[src/rtl/simple_system_arb_id_fifo.sv]
// Small synchronous FIFO holding the host ID of each granted-but-unanswered
// transaction. Depth need not be a power of two; pointers wrap explicitly.
module simple_system_arb_id_fifo #(
    parameter int Depth = 2,
    parameter int Width = 1
) (
    input  logic             clk_i,
    input  logic             rst_i,
    input  logic             push_i,
    input  logic [Width-1:0] data_i,
    input  logic             pop_i,
    output logic [Width-1:0] head_o,
    output logic             full_o,
    output logic             empty_o
);
    localparam int PtrW = (Depth > 1) ? $clog2(Depth) : 1;
    localparam int CntW = $clog2(Depth + 1);

    logic [Width-1:0] mem_q [Depth];
    logic [Width-1:0] mem_d [Depth];
    logic [PtrW-1:0]  wr_ptr_q, wr_ptr_d;
    logic [PtrW-1:0]  rd_ptr_q, rd_ptr_d;
    logic [CntW-1:0]  count_q, count_d;

    assign head_o  = mem_q[rd_ptr_q];
    assign full_o  = (count_q == CntW'(Depth));
    assign empty_o = (count_q == '0);

    // Next-state: write at tail, advance pointers with explicit wrap, track occupancy.
    always_comb begin
        mem_d    = mem_q;
        wr_ptr_d = wr_ptr_q;
        rd_ptr_d = rd_ptr_q;
        count_d  = count_q;
        if (push_i) begin
            mem_d[wr_ptr_q] = data_i;
            wr_ptr_d = (wr_ptr_q == PtrW'(Depth - 1)) ? '0 : wr_ptr_q + 1'b1;
        end
        if (pop_i) begin
            rd_ptr_d = (rd_ptr_q == PtrW'(Depth - 1)) ? '0 : rd_ptr_q + 1'b1;
        end
        if (push_i && !pop_i) begin
            count_d = count_q + 1'b1;
        end else if (pop_i && !push_i) begin
            count_d = count_q - 1'b1;
        end
    end

    // Pointer/occupancy registers; reset empties the queue.
    always_ff @(posedge clk_i) begin
        if (rst_i) begin
            wr_ptr_q <= '0;
            rd_ptr_q <= '0;
            count_q  <= '0;
        end else begin
            wr_ptr_q <= wr_ptr_d;
            rd_ptr_q <= rd_ptr_d;
            count_q  <= count_d;
        end
    end

    // Storage needs no reset: entries are only read after being written.
    always_ff @(posedge clk_i) begin
        mem_q <= mem_d;
    end
endmodule

[src/rtl/simple_system_host_arb.sv]
// Round-robin arbiter sharing one req/gnt/rvalid device port among NrHosts
// hosts. Responses are in order; the ID FIFO routes each back to its issuer.
module simple_system_host_arb #(
    parameter int NrHosts        = 2,
    parameter int DataWidth      = 32,
    parameter int AddrWidth      = 32,
    parameter int MaxOutstanding = 2
) (
    input  logic                   clk_i,
    input  logic                   rst_i,
    input  logic [NrHosts-1:0]     host_req_i,
    output logic [NrHosts-1:0]     host_gnt_o,
    input  logic [AddrWidth-1:0]   host_addr_i  [NrHosts],
    input  logic [NrHosts-1:0]     host_we_i,
    input  logic [DataWidth/8-1:0] host_be_i    [NrHosts],
    input  logic [DataWidth-1:0]   host_wdata_i [NrHosts],
    output logic [NrHosts-1:0]     host_rvalid_o,
    output logic [DataWidth-1:0]   host_rdata_o [NrHosts],
    output logic [NrHosts-1:0]     host_err_o,
    output logic                   dev_req_o,
    input  logic                   dev_gnt_i,
    output logic [AddrWidth-1:0]   dev_addr_o,
    output logic                   dev_we_o,
    output logic [DataWidth/8-1:0] dev_be_o,
    output logic [DataWidth-1:0]   dev_wdata_o,
    input  logic                   dev_rvalid_i,
    input  logic [DataWidth-1:0]   dev_rdata_i,
    input  logic                   dev_err_i,
    output logic                   protocol_err_o
);
    localparam int IdW = (NrHosts > 1) ? $clog2(NrHosts) : 1;

    logic [IdW-1:0] rr_ptr_q, rr_ptr_d;
    logic           protocol_err_q, protocol_err_d;
    logic [IdW-1:0] winner;
    logic [IdW-1:0] fifo_head;
    logic           fifo_full, fifo_empty;
    logic           any_req, grant, resp_valid;

    // First requesting host at or after ptr, wrapping at NrHosts (not 2**IdW).
    function automatic logic [IdW-1:0] pick_winner(input logic [NrHosts-1:0] req,
                                                   input logic [IdW-1:0]     ptr);
        logic [IdW-1:0] w;
        logic           found;
        int             idx;
        w     = '0;
        found = 1'b0;
        for (int k = 0; k < NrHosts; k++) begin
            idx = int'(ptr) + k;
            if (idx >= NrHosts) idx = idx - NrHosts;
            if (!found && req[idx]) begin
                w     = IdW'(idx);
                found = 1'b1;
            end
        end
        return w;
    endfunction

    // Arbitration, device mux, grant and response routing; all gated by reset.
    always_comb begin
        winner     = pick_winner(host_req_i, rr_ptr_q);
        any_req    = |host_req_i;
        dev_req_o  = any_req & ~fifo_full & ~rst_i;
        grant      = dev_req_o & dev_gnt_i;
        resp_valid = dev_rvalid_i & ~fifo_empty & ~rst_i;

        dev_addr_o  = '0;
        dev_we_o    = 1'b0;
        dev_be_o    = '0;
        dev_wdata_o = '0;
        if (any_req) begin
            dev_addr_o  = host_addr_i[winner];
            dev_we_o    = host_we_i[winner];
            dev_be_o    = host_be_i[winner];
            dev_wdata_o = host_wdata_i[winner];
        end

        for (int i = 0; i < NrHosts; i++) begin
            host_gnt_o[i]    = grant && (winner == IdW'(i));
            host_rvalid_o[i] = resp_valid && (fifo_head == IdW'(i));
            host_err_o[i]    = resp_valid && (fifo_head == IdW'(i)) && dev_err_i;
            host_rdata_o[i]  = dev_rdata_i;
        end

        rr_ptr_d = rr_ptr_q;
        if (grant) begin
            rr_ptr_d = (winner == IdW'(NrHosts - 1)) ? '0 : winner + 1'b1;
        end

        protocol_err_d = protocol_err_q | (dev_rvalid_i & fifo_empty & ~rst_i);
    end

    assign protocol_err_o = protocol_err_q;

    // Round-robin pointer and sticky protocol error.
    always_ff @(posedge clk_i) begin
        if (rst_i) begin
            rr_ptr_q       <= '0;
            protocol_err_q <= 1'b0;
        end else begin
            rr_ptr_q       <= rr_ptr_d;
            protocol_err_q <= protocol_err_d;
        end
    end

    simple_system_arb_id_fifo #(
        .Depth (MaxOutstanding),
        .Width (IdW)
    ) u_id_fifo (
        .clk_i   (clk_i),
        .rst_i   (rst_i),
        .push_i  (grant),
        .data_i  (winner),
        .pop_i   (resp_valid),
        .head_o  (fifo_head),
        .full_o  (fifo_full),
        .empty_o (fifo_empty)
    );
endmodule

[config.mk]
export PLATFORM = sky130hd
export DESIGN_NAME = simple_system_host_arb
export DESIGN_NICKNAME = d
export VERILOG_FILES = /design/src/rtl/simple_system_arb_id_fifo.sv /design/src/rtl/simple_system_host_arb.sv
export SDC_FILE = /design/constraint.sdc
export NUM_CORES = 1
export LEC_CHECK = 0
export BUFFER_PORTS_ARGS = -buffer_cell sky130_fd_sc_hd__clkbuf_2
export CAP_MARGIN = 10
export CORE_AREA = 5 5 119 121
export DETAILED_ROUTE_END_ITERATION = 16
export DIE_AREA = 0 0 124 126
export PLACE_DENSITY = 0.57
export SLEW_MARGIN = 20
export SYNTH_ARGS = -nofsm -noshare
export SYNTH_HDL_FRONTEND = slang
export SYNTH_HIERARCHICAL = 1
export SYNTH_SLANG_ARGS = --single-unit
export TNS_END_PERCENT = 5
[constraint.sdc]
create_clock -name clk_i -period 4 [get_ports clk_i]
set_input_delay 0.4 -clock clk_i [delete_from_list [all_inputs] [get_ports clk_i]]
set_output_delay 0.4 -clock clk_i [all_outputs]
set_load 0.05 [all_outputs]
==> impl_metrics.csv <==
group,metric,value,unit
layout,drive_gt1_share,80.35,%
clock_network,cts_tree,"done",
synth,avgSynthCellArea,9.306,µm²
timing,relSlewSlack,46.84,%
worst_setup_path,rr_endpoint,"u_id_fifo/count_q[1]$_SDFFE_PP0P_",
clock_network,numCtsBuffers,3,
timing,layout_min_cycle_time,2.726,ns
worst_setup_path,required,3.60,ns
worst_setup_path,crit_end,"dev_addr_o[31]",
synth,synthesis.area,0.001871,mm²
worst_setup_path,cp-startpoint,"host_req_i[1]",
timing,tightest_slew,0.7974,ns
synth,synthTopCellsByArea,"buf_4 (27%), a32o_2 (25%), a32o_1 (14%), dfxtp_1 (6.4%), buf_8 (5.6%)",
grt,antenna_found_initial,0,
die,start_util,14.41,%
timing,finalClockSkew,0.0009724,ns
timing,finalCritPeriodShare,68.15,%
power_and_ir_drop,total_power,0.0008232,W
routing,drtAntennaViolNets,0,
clock_network,post_cts_resized,0,
die,rows,42,
routing,wl_per_cell,17.52,µm
layout,final_util,20.21,%
synth,synth_edf_count,2,
timing,hold_violations,0,
clock_network,clkSinkCount,8,
power_and_ir_drop,power_leakage,1.516,nW
flow_run,maxCapViolations,0,
routing,drc_errors,0,
worst_setup_path,critPathMaxFanout,48,
routing,top_layer,"met4",
layout,diodes,0,
worst_setup_path,end_kind,"output port",
die,coreArea,0.01298,mm²
worst_setup_path,r2r-start,"u_id_fifo/count_q[0]$_SDFFE_PP0P_",
worst_setup_path,critPathLaunchType,"input pin",
synth,synth_largest_area_cell,"buf_4",
synth,ys.flop_type,"dfxtp_1",
timing,fmax,366.8,MHz
clock_network,hold_buffers,0,
worst_hold_path,hp-start,"dev_rvalid_i",
clock_network,clk_pin_slew,0.03,ns
synth,synthCells,201,
power_and_ir_drop,powerDensity,313.7,mW/mm²
timing,maxSlewViolCount,0,
die,die_height,126,µm
synth,ys_types,31,
placement,gp_congestion,0.9130,
worst_setup_path,arrival,2.33,ns
placement,numPortBuffers,221,
routing,wl_met3,1123,µm
worst_setup_path,reg2reg_setup_slack,1.69,ns
clock_network,root_buffer,"clkbuf_16",
grt,grt_pass1_wl,12290,µm
synth,netlist.area_leader.share,26.89,%
synth,syn_nets,379,
die,die_w,124,µm
placement,hpwl,7791,µm
clock_network,clk_latency,0.23,ns
synth,ys_seq_area_share,9.632,%
layout,syn2layout_area_growth,40.27,%
outcome,run_status,"complete, no violations",
synth,synth_seq_cells,8,
routing,via_per_inst,4.356,
grt,grt_usage,9.989,%
routing,via_count,2252,
clock_network,htree_levels,1,
timing,rsz0062_at_grt,"no",
grt,grt_max_degree,49,
layout,final_nets,521,
timing,setup_violations,0,
worst_setup_path,critical_path_class,"input pin to output port",
worst_setup_path,r2r_cells,5,
die,design.die.area,0.01562,mm²
routing,route.met2.wl,4760,µm
synth,yosys_warnings,6,
power_and_ir_drop,ir_worst_vdd,0.1073,mV
routing,m1WireLength,2983,µm
routing,drtIter0Drc,96,
routing,routed_wirelength,9056,µm
clock_network,cts_setup_buffers,0,
timing,setup_tns,0,ns
synth,synth-async-reset-ratio,0,%
grt,grt_pass1_vias,2216,
synth,synthTopCellsByCount,"buf_4 (67), a32o_2 (42), a32o_1 (27), buf_2 (11), buf_8 (7)",
routing,first_pass_iters,4,
synth,synth.most_common_cell,"buf_4",
clock_network,cts_buffer_depth,2,
die,io_pins,318,
worst_hold_path,hold_class,"input pin to flop",
grt,grt_overflow,0,
-- critical path, cell delays in order --
cell      delay (ns)
clkbuf_2        0.37
a21boi_4        0.69
buf_12          0.30
a32o_1          0.20
clkbuf_2        0.29
-- through the flow --
stage	worst slack (ns)	cell area (µm²)	hold slack [ns]	cells
after global routing	1.138	2624	0.4831	517
after detailed placement	1.237	2549	0.4976	514
after global placement	1.322	2549	0.4564	514
after floorplan	1.901	1871	0.4615	201
after CTS	1.239	2624	0.4577	517
final	1.274	2624	0.4559	517
-- cells by family after synthesis --
kind of cell	share of synthesized area, %
buffers and inverters	37.06
AO/OA/AOI/OAI	41.94
multiplexers	0.6020
AND/OR/NAND/NOR	8.228
adder cells (fa/ha/maj)	0.6688
XOR/XNOR	1.873
flip-flops	9.632
-- final cells by class --
cell class,count,area [µm²]
inverters,2,7.507
well taps,176,220.2
flip-flops and latches,8,180.2
multi-input cells,104,999.7
fillers,1458,10360
repair buffers,224,1141
clock buffers,3,75.07
-- metal layers --
| layer | global-route usage (%) | vias to the layer above |
|---|---|---|
| li1 | - | 1025 |
| met1 | 9.829 | 1021 |
| met2 | 19.73 | 186 |
| met3 | 2.691 | 20 |
| met4 | 3.093 | 0 |
| met5 | 0 | - |
-- cells in the final DEF, fill, tap and decap left out, drive strengths merged --
cell type / netlist / final
or3: 1 / 1
inv: 2 / 2
clkbuf: 0 / 224
buf: 87 / 3
and3: 2 / 2
nand2b: 1 / 1
and2: 4 / 4
and4b: 1 / 1
mux2: 1 / 1
nor3b: 2 / 2
xnor2: 2 / 2
nor3: 1 / 1
a21oi: 2 / 2
edfxtp: 2 / 2
dfxtp: 6 / 6
nor4b: 1 / 1
a32o: 69 / 69
nor2: 6 / 6
xor2: 2 / 2
a21boi: 1 / 1
nand3b: 1 / 1
nor2b: 2 / 2
ha: 1 / 1
o21ai: 1 / 1
a211oi: 1 / 1
and3b: 1 / 1
and2b: 1 / 1
-- worst min path at each step --
stage | to | depth (start not counted)
5_1_grt | protocol_err_o$_SDFF_PP0_ | 3
4_1_cts | protocol_err_o$_SDFF_PP0_ | 3
3_5_place_dp | protocol_err_o$_SDFF_PP0_ | 2
3_3_place_gp | protocol_err_o$_SDFF_PP0_ | 2
6_report | protocol_err_o$_SDFF_PP0_ | 3
2_1_floorplan | u_id_fifo/count_q[1]$_SDFFE_PP0P_ | 2
-- power by group --
group	switching (W)	internal, W
registers	0.00000764	0.0000928
logic	0.000385	0.000173
clock network	0.0000362	0.000129
total	0.000429	0.000395
-- registers in the layout, summed over array words and instances, names as in the netlist --
name                count
u_id_fifo/count_q       2
u_id_fifo/mem_q         2
protocol_err_o          1
rr_ptr_q                1
u_id_fifo/rd_ptr_q      1
u_id_fifo/wr_ptr_q      1
No activity file was read; power rests on OpenSTA's default activity.
